$ cat src/rtl/hazard_pkg.sv
`default_nettype none
// ============================================================================
// Module   : hazard_pkg
// Brief    : Shared constants and forward-select width helper for the hazard unit.
// Revision : 1.0
// ============================================================================
package hazard_pkg;

    localparam int c_REG_W_DEFAULT = 5;
    localparam int c_N_FWD_DEFAULT = 3;
    localparam int FWD_NONE        = 0;

    // One code per forwarding stage plus the "no forward" code.
    function automatic int fwd_sel_w(input int n_fwd);
        return $clog2(n_fwd + 1);
    endfunction

endpackage
`default_nettype wire

$ cat src/rtl/hazard_scoreboard.sv
`default_nettype none
// ============================================================================
// Module   : hazard_scoreboard
// Brief    : Busy vector, outstanding-op tracking and timeout for the multicycle unit.
// Revision : 1.0
// ============================================================================
module hazard_scoreboard
    import hazard_pkg::*;
#(
    parameter int REG_W  = c_REG_W_DEFAULT,
    parameter int MC_TMO = 64
) (
    input  logic                clk,
    input  logic                rst_n,
    input  logic                i_mc_start,
    input  logic [REG_W-1:0]    i_mc_dst,
    input  logic                i_mc_done,
    input  logic                i_flush,
    output logic [2**REG_W-1:0] o_busy_vec,
    output logic                o_mc_busy,
    output logic                o_mc_err
);

    localparam int                 c_TMO_W   = $clog2(MC_TMO + 1);
    localparam logic [c_TMO_W-1:0] c_TMO_MAX = c_TMO_W'(MC_TMO);

    logic [2**REG_W-1:0] r_busy;
    logic [2**REG_W-1:0] w_busy_nxt;
    logic [REG_W-1:0]    r_mc_dst;
    logic                r_mc_busy;
    logic                r_mc_err;
    logic [c_TMO_W-1:0]  r_tmo_cnt;
    logic                w_accept;
    logic                w_done;
    logic                w_tmo_hit;

    assign w_accept  = i_mc_start & ~i_flush;
    assign w_done    = i_mc_done & r_mc_busy;
    assign w_tmo_hit = r_mc_busy & ~w_done & ~w_accept & (r_tmo_cnt == c_TMO_MAX - 1'b1);

    // Clear of the retiring op is applied before the set, so a same-register
    // retire/issue leaves the bit set.
    always_comb begin
        w_busy_nxt = r_busy;
        if (w_done) begin
            w_busy_nxt[r_mc_dst] = 1'b0;
        end
        if (w_accept && (i_mc_dst != '0)) begin
            w_busy_nxt[i_mc_dst] = 1'b1;
        end
        w_busy_nxt[0] = 1'b0;
    end

    always_ff @(posedge clk or negedge rst_n) begin
        if (!rst_n) begin
            r_busy    <= '0;
            r_mc_dst  <= '0;
            r_mc_busy <= 1'b0;
            r_mc_err  <= 1'b0;
            r_tmo_cnt <= '0;
        end else begin
            r_busy <= w_busy_nxt;
            if (w_accept) begin
                r_mc_busy <= 1'b1;
                r_mc_dst  <= i_mc_dst;
            end else if (w_done) begin
                r_mc_busy <= 1'b0;
            end
            if (w_accept || w_done || !r_mc_busy) begin
                r_tmo_cnt <= '0;
            end else if (r_tmo_cnt != c_TMO_MAX) begin
                r_tmo_cnt <= r_tmo_cnt + 1'b1;
            end
            if (w_tmo_hit) begin
                r_mc_err <= 1'b1;
            end
        end
    end

    assign o_busy_vec = r_busy;
    assign o_mc_busy  = r_mc_busy;
    assign o_mc_err   = r_mc_err;

endmodule
`default_nettype wire

$ cat src/rtl/hazard_unit_ms.sv
`default_nettype none
// ============================================================================
// Module   : hazard_unit_ms
// Brief    : Forwarding select and stall generation with a multicycle scoreboard.
//            Define HZRD_PERF_CNT_EN to add the STALL_CNT counter and CNT_CLR.
// Revision : 1.0
// ============================================================================
module hazard_unit_ms
    import hazard_pkg::*;
#(
    parameter int REG_W  = c_REG_W_DEFAULT,
    parameter int N_FWD  = c_N_FWD_DEFAULT,
    parameter int MC_TMO = 64
) (
    input  logic                          CLK,
    input  logic                          RESET_N,
    input  logic [REG_W-1:0]              RS_D,
    input  logic [REG_W-1:0]              RT_D,
    input  logic [REG_W-1:0]              RS_E,
    input  logic [REG_W-1:0]              RT_E,
    input  logic                          LOAD_E,
    input  logic                          MC_D,
    input  logic [N_FWD*REG_W-1:0]        FWD_DST,
    input  logic [N_FWD-1:0]              FWD_WE,
    input  logic [N_FWD-1:0]              FWD_RDY,
    input  logic                          MC_START,
    input  logic [REG_W-1:0]              MC_DST,
    input  logic                          MC_DONE,
    input  logic                          FLUSH,
`ifdef HZRD_PERF_CNT_EN
    input  logic                          CNT_CLR,
    output logic [31:0]                   STALL_CNT,
`endif
    output logic [fwd_sel_w(N_FWD)-1:0]   ALU_FWD_A,
    output logic [fwd_sel_w(N_FWD)-1:0]   ALU_FWD_B,
    output logic                          STALL,
    output logic                          MC_BUSY,
    output logic                          MC_ERR
);

    localparam int c_SEL_W = fwd_sel_w(N_FWD);

    logic [2**REG_W-1:0] w_busy_vec;
    logic [c_SEL_W-1:0]  w_sel_a;
    logic [c_SEL_W-1:0]  w_sel_b;
    logic                w_haz_a;
    logic                w_haz_b;
    logic                w_load_use;
    logic                w_sb_haz;
    logic                w_mc_struct;
    logic                w_stall;

    hazard_scoreboard #(
        .REG_W  (REG_W),
        .MC_TMO (MC_TMO)
    ) u_scoreboard (
        .clk        (CLK),
        .rst_n      (RESET_N),
        .i_mc_start (MC_START),
        .i_mc_dst   (MC_DST),
        .i_mc_done  (MC_DONE),
        .i_flush    (FLUSH),
        .o_busy_vec (w_busy_vec),
        .o_mc_busy  (MC_BUSY),
        .o_mc_err   (MC_ERR)
    );

    // Walk from the oldest stage down so the nearest matching stage wins.
    always_comb begin
        w_sel_a = c_SEL_W'(FWD_NONE);
        w_sel_b = c_SEL_W'(FWD_NONE);
        w_haz_a = 1'b0;
        w_haz_b = 1'b0;
        for (int i = N_FWD - 1; i >= 0; i--) begin
            if (FWD_WE[i] && (FWD_DST[i*REG_W +: REG_W] == RS_E) && (RS_E != '0)) begin
                w_sel_a = c_SEL_W'(i + 1);
                w_haz_a = ~FWD_RDY[i];
            end
            if (FWD_WE[i] && (FWD_DST[i*REG_W +: REG_W] == RT_E) && (RT_E != '0)) begin
                w_sel_b = c_SEL_W'(i + 1);
                w_haz_b = ~FWD_RDY[i];
            end
        end
    end

    assign w_load_use  = LOAD_E && (RT_E != '0) && ((RS_D == RT_E) || (RT_D == RT_E));
    assign w_sb_haz    = ((RS_D != '0) && w_busy_vec[RS_D]) || ((RT_D != '0) && w_busy_vec[RT_D]);
    assign w_mc_struct = MC_D && (MC_BUSY || MC_START);
    assign w_stall     = w_haz_a | w_haz_b | w_load_use | w_sb_haz | w_mc_struct;

    assign ALU_FWD_A = w_sel_a;
    assign ALU_FWD_B = w_sel_b;
    assign STALL     = w_stall;

`ifdef HZRD_PERF_CNT_EN
    logic [31:0] r_stall_cnt;

    always_ff @(posedge CLK or negedge RESET_N) begin
        if (!RESET_N) begin
            r_stall_cnt <= '0;
        end else if (CNT_CLR) begin
            r_stall_cnt <= '0;
        end else if (w_stall && (r_stall_cnt != 32'hFFFF_FFFF)) begin
            r_stall_cnt <= r_stall_cnt + 32'd1;
        end
    end

    assign STALL_CNT = r_stall_cnt;
`endif

endmodule
`default_nettype wire

$ cat config.mk
export PLATFORM = sky130hd
export DESIGN_NAME = hazard_unit_ms
export DESIGN_NICKNAME = d
export VERILOG_FILES = /design/src/rtl/hazard_pkg.sv /design/src/rtl/hazard_scoreboard.sv /design/src/rtl/hazard_unit_ms.sv
export SDC_FILE = /design/constraint.sdc
export NUM_CORES = 1
export LEC_CHECK = 0
export ABC_CLOCK_PERIOD_IN_PS = 3000
export BUFFER_PORTS_ARGS = -buffer_cell sky130_fd_sc_hd__clkbuf_2
export CORE_ASPECT_RATIO = 1.75
export CORE_UTILIZATION = 55
export CTS_CLUSTER_SIZE = 12
export DETAILED_ROUTE_END_ITERATION = 16
export PLACE_DENSITY = 0.79
export REMOVE_ABC_BUFFERS = 1
export SYNTH_ARGS = -nofsm -noshare
export SYNTH_HDL_FRONTEND = slang
export SYNTH_SLANG_ARGS = --single-unit
$ cat constraint.sdc
create_clock -name CLK -period 3 [get_ports CLK]
set_clock_uncertainty 0.05 [all_clocks]
set_input_delay 0.15 -clock CLK [delete_from_list [all_inputs] [get_ports CLK]]
set_output_delay 0.15 -clock CLK [all_outputs]
set_load 0.05 [all_outputs]
# Yosys cells after proc, flatten, opt, wreduce, memory -nomap -nowiden
# Index checks and enable logic that the tools add are counted.
[classes]
addsub = 1
n_div = 0
bitwise = 18
n_reduce_logical = 33
magnitude_cmp = 6
mux = 26
shift = 0
eq_ne = 10
mul = 0
[op_table]
columns = ["op", "n"]
rows = [
  ["32-bit 2-to-1 mux", 2],
  ["5-bit equality test", 8],
  ["32-bit AND", 1],
  ["32-bit inverter", 1],
  ["32-bit bitwise OR", 1],
  ["5-bit nonzero test", 5],
  ["5-bit by 6-bit less-than comparator with 1-bit output (second input constant)", 4],
  ["1-bit logical AND", 20],
  ["7-bit 2-to-1 mux", 2],
  ["1-bit 2-to-1 mux", 12],
  ["2-bit 2-to-1 mux", 6],
  ["1-bit binary-select mux with 5-bit select", 2],
  ["1-bit demux with 5-bit select", 2],
  ["5-bit by 1-bit greater-or-equal comparator with 1-bit output (second input constant)", 2],
  ["7-bit by 1-bit adder with 7-bit output (second input constant)", 1],
  ["7-bit by 6-bit equality test with 1-bit output (second input constant)", 1],
  ["7-bit != test (second input constant)", 1],
  ["1-bit inverter", 6],
  ["1-bit AND", 5],
  ["1-bit logical OR", 5],
  ["1-bit bitwise OR", 4],
  ["2-bit nonzero test", 2],
  ["1-bit logical NOT", 1],
]
[totals]
mem_count = 0
ram_bits = 0
word_cells = 99
in_bits = 53
rom_bits = 0
regBits = 45
out_inout_bits = 7
latchBits = 0

# Logic depth before layout (Yosys ltp)
[depth]
depth_word = 10
mapped_depth = 7
depth_no_buf = 6

# By module
# Synthesis repeated with hierarchy kept, for this count alone.
[unflattened]
cells_unflattened = 329
area_unflattened_um2 = 3171.8
[by_module_without_submodules]
columns = ["mod", "seq_area_each_um2", "cells_each", "n_inst", "area_per_inst_um2"]
rows = [
  ["hazard_scoreboard", 1126.1, 196, 1, 1983.2],
  ["hazard_unit_ms", 0.0, 133, 1, 1188.6],
]

# Worst setup path before layout
# Ideal clock, no wire load.
[synth_timing]
path_kind = "input to output"
start = "input RS_D[2]"
end = "output STALL"
required_ns = 2.800
t_arrival_ns = 2.063
setup_slack_ns = 0.737
path_buffers = 1
stages = 7
path_cell_list = "clkbuf_1 > mux2_1 > nand2_1 > o21ai_0 > mux4_2 > a211oi_1 > nand4_1"
[synth_via]
elab_chain_cells = 6
word_cells_on_any_way = 11
classes_between = "eq/ne (1); mux (2); bitwise (3); reduce/logical (5)"
[synth_lines]
columns = ["item", "line_no", "source"]
rows = [
  ["start: declaration", "hazard_unit_ms.sv:17", "input logic [REG_W-1:0] RS_D,"],
  ["1-bit binary-select mux with 5-bit select or 5-bit equality test (tied branches)", "hazard_unit_ms.sv:87, hazard_unit_ms.sv:86", ""],
  ["1-bit 2-to-1 mux (not written as such) or 1-bit logical OR (tied branches)", "hazard_unit_ms.sv:87, hazard_unit_ms.sv:86", ""],
  ["1-bit logical AND (on tied branches)", "hazard_unit_ms.sv:87, hazard_unit_ms.sv:86", ""],
  ["1-bit logical OR or 1-bit bitwise OR (tied branches)", "hazard_unit_ms.sv:87, hazard_unit_ms.sv:89", ""],
  ["1-bit bitwise OR * (2 in a row)", "hazard_unit_ms.sv:89", "assign w_stall = w_haz_a | w_haz_b | w_load_use | w_sb_haz | w_mc_struct;"],
  ["end: declaration", "hazard_unit_ms.sv:36", "output logic STALL,"],
]
# Every way passes the cells marked *; elsewhere a longest branch is shown, timed or not. The select of a mux whose other input is x is not followed.

# Worst setup path after layout
[layout_timing]
start = "register u_scoreboard.r_busy[14] (netlist: u_scoreboard.o_busy_vec[14])"
end = "output STALL"
[layout_via]
elab_chain_cells = 6
word_cells_on_any_way = 9
classes_between = "mux (4); bitwise (2); reduce/logical (3)"
[layout_lines]
columns = ["item", "line_no", "source"]
rows = [
  ["start: declaration", "hazard_scoreboard.sv:27", "logic [2**REG_W-1:0] r_busy;"],
  ["start signal: assignment", "hazard_scoreboard.sv:62", "r_busy <= w_busy_nxt;"],
  ["1-bit binary-select mux with 5-bit select", "hazard_unit_ms.sv:87", "assign w_sb_haz = ((RS_D != '0) && w_busy_vec[RS_D]) || ((RT_D != '0) && w_busy_vec[RT_D]);"],
  ["1-bit 2-to-1 mux (not written as such)", "hazard_unit_ms.sv:87", ""],
  ["1-bit logical AND", "hazard_unit_ms.sv:87", ""],
  ["1-bit logical OR *", "hazard_unit_ms.sv:87", ""],
  ["1-bit bitwise OR * (2 in a row)", "hazard_unit_ms.sv:89", ""],
]
# Marks and branches as above.

==> metrics.txt <==
peak supply drop=0.530 mV; first drt pass iteration count=4; # setup viols final=0; IO Count=60; first-pass GRT wire length=roughly 13000 µm; Initial Util=around 60%; slew margin rel.=between 20 and 30%; share of synthesized area spent on multiplexers=around an eighth; Sink Count=45; Setup CP Type=flip-flop to output port; number of DRC markers in iteration 0=119; area of the core=0.00534 mm²; I/O Buffers=59; # H-tree levels=2; total number of vias=2781; routability cong.=~0.82; post-route minimum period=2.44 ns; worst r2r src=u_scoreboard.o_mc_busy; CTS tree=done; # rows=35; final hold viol count=18; Synth Area in XOR/XNOR=12.7%; clock root buffer=clkbuf_8; Worst Setup End Kind=output port; die height=102 µm; Avg Vias per Cell=about 6; main combinational cell family by area after synthesis=simple AND/OR/NAND/NOR gates; unrepaired setup endpoints after global routing=false; setup bufs post-CTS=0; Multi-input gate area=0.00187 mm²; Mapped Cells=333; Tcrit/Tclk final=81.2%; fraction of layout cells with a size suffix above 1=23.0%; Hold WC Path Type=input pin to asynchronous set/reset pin; area of the die=0.00598 mm²; synth top area cells=dfrtp_1, mux4_2, o21ai_1, xnor2_1, xor2_1; #FFs+latches synth=between 40 and 50; Final WS setup=0.565 ns; CP max FO=3; dpl hpwl=6500 µm; hold slack=-0.0181 ns; Critical path destination=STALL; Area growth, synth to finish=13.7%; wire per inst=~18 µm; Critical R2R Capture=u_scoreboard.o_busy_vec[4]; DRC=0; ANT nets after route=0; Clock Pin Slew Worst Setup and Hold Paths=0.09 ns; compound-cell area share of the yosys netlist=14.5%; failing checks=hold timing; status=finished with violations; fillers=470; cts bufs inserted=5; setup TNS=0 ns; Pwr Total=1.82 mW; Cell Pwr Density=about 510 mW/mm²; crit start category=flip-flop; Slew Viols, Final=0; sequential cell area=0.00113 mm²; GRT Resource Usage Total=between 30% and 40%; Cell variety after synth=46; Seq/Total Area, Yosys=a little over a third; Worst-Skew Late Latency=0.30 ns; Worst Setup SP=u_scoreboard.o_busy_vec[14]; syn avg cell area=roughly 9.3 µm²; R2R setup slack=1.57 ns; Slew @ Worst Pin=1.09 ns; drt total wl=8280 µm; antenna violations before repair=0; post-synthesis simple-gate area fraction=19.2%; Die X=~60 µm; Yosys top cell area share=36.2%; GRT Residual Overflow=0; pin count of the biggest net entering global routing=46; mapped cell area=0.00311 mm²; antenna cells=0; dpl ws=approximately 0.75 ns; reg2reg path depth=4; Final Core Density=between 60 and 70%; Nets=433; Max clock buf depth=2; Worst Path Required=2.80 ns; Pleak=1.48 nW; Max Cap Viol=0; post-synthesis adder-cell area fraction=less than 1%; post_cts resized=0; synth warn=0; Yosys top cell by area=dfrtp_1; post-cts hold buffer count=0; fmax=411 MHz; CP Data Arrival Time=2.24 ns; vias in the first global route=between 2000 and 3000
==> worst max-delay path, stage by stage, from the launching register on <==
cell	delay [ns]
dfrtp_1	0.42
mux4_2	0.47
mux4_2	0.48
a211oi_1	0.21
nand4_1	0.12
clkbuf_2	0.25
==> per-layer routing <==
| metal | wire, µm | vias up | track usage [%] |
|---|---|---|---|
| met5 | 0 | - | 0 |
| met4 | 607 | 0 | 24.2 |
| met3 | 348 | 40 | 3.07 |
| met2 | 4500 | 107 | 56.5 |
| met1 | 2830 | 1336 | 28.1 |
| li1 | - | 1298 | - |
==> layout make-up <==
type                    instances  area share (%)
multi-input cells             261            52.8
flip-flops and latches         45            31.8
repair buffers                 59            8.35
well taps                      74            2.62
clock buffers                   5            1.94
clock inverters                 3            1.84
inverters                       6           0.636
==> cells in the mapped netlist, drive strengths merged <==
master,n
a2111oi,1
a211oi,1
a21oi,4
a22oi,1
a311oi,1
a31oi,1
and2,3
and3,3
buf,5
clkbuf,16
dfrtp,45
ha,2
inv,6
mux2,3
mux2i,5
mux4,14
nand2,32
nand2b,3
nand3,11
nand3b,6
nand4,6
nor2,14
nor2b,2
nor3,6
nor3b,6
nor4,6
o2111a,1
o2111ai,3
o21a,2
o21ai,65
o31ai,1
o41ai,1
or2,2
or3,4
or3b,4
or4,2
xnor2,23
xor2,22
==> registers in the layout (all words and copies together), names as in the netlist <==
name / cells
u_scoreboard.o_mc_busy: 1
u_scoreboard.o_mc_err: 1
u_scoreboard.r_tmo_cnt: 7
u_scoreboard.r_mc_dst: 5
u_scoreboard.o_busy_vec: 31
==> metrics by stage <==
| step | cells | instance area, µm² |
|---|---|---|
| 6_report | 453 | 3540 |
| 5_1_grt | 453 | 3540 |
| 4_1_cts | 453 | 3540 |
| 3_5_place_dp | 445 | 3400 |
| 3_3_place_gp | 445 | 3400 |
| 2_1_floorplan | 312 | 3020 |
==> report_power, final <==
part	switching (mW)	total (mW)	leakage (nW)	internal (mW)
clock	0.213	0.544	0.0681	0.331
combinational	0.247	0.476	0.836	0.229
sequential	0.0924	0.803	0.575	0.710
==> kinds of logic after synthesis <==
kind of cell               count (synthesis)
and+or+nand+nor                          110
adders and majority gates                  2
buffers and inverters                     27
muxes                                     22
xor gates and xnor gates                  45
DFF                                       45
AOI/OAI and AO/OA                         82
==> cells in the final DEF (no fill, tap or decap), drive strengths merged, types with 2 or more instances in the layout <==
cell     instances
mux2i            5
nor2            14
mux2             3
clkbuf          64
dfrtp           45
inv              6
bufinv           2
nor3             6
xor2            22
o21ai           65
a21oi            4
xnor2           23
and2             3
nor4             6
or2              2
mux4            14
ha               2
nor3b            6
nand4            6
or3b             4
nand2           32
nand3           11
nand2b           3
nor2b            2
and3             3
o21a             2
nand3b           6
or3              4
o2111ai          3
or4              2
==> how the worst min path moves through the flow <==
stage                        from                          end  slack [ns]  cells past startpoint
after floorplan           RESET_N  u_scoreboard.o_busy_vec[10]       -0.20                      0
after global placement    MC_DONE       u_scoreboard.o_mc_busy        0.33                      2
after detailed placement  RESET_N        u_scoreboard.o_mc_err        0.34                      1
after CTS                 RESET_N  u_scoreboard.o_busy_vec[30]        0.02                      1
after global routing      MC_DONE       u_scoreboard.o_mc_busy        0.04                      2
final                     RESET_N  u_scoreboard.o_busy_vec[31]       -0.02                      1
No activity file was read; power rests on OpenSTA's default activity.
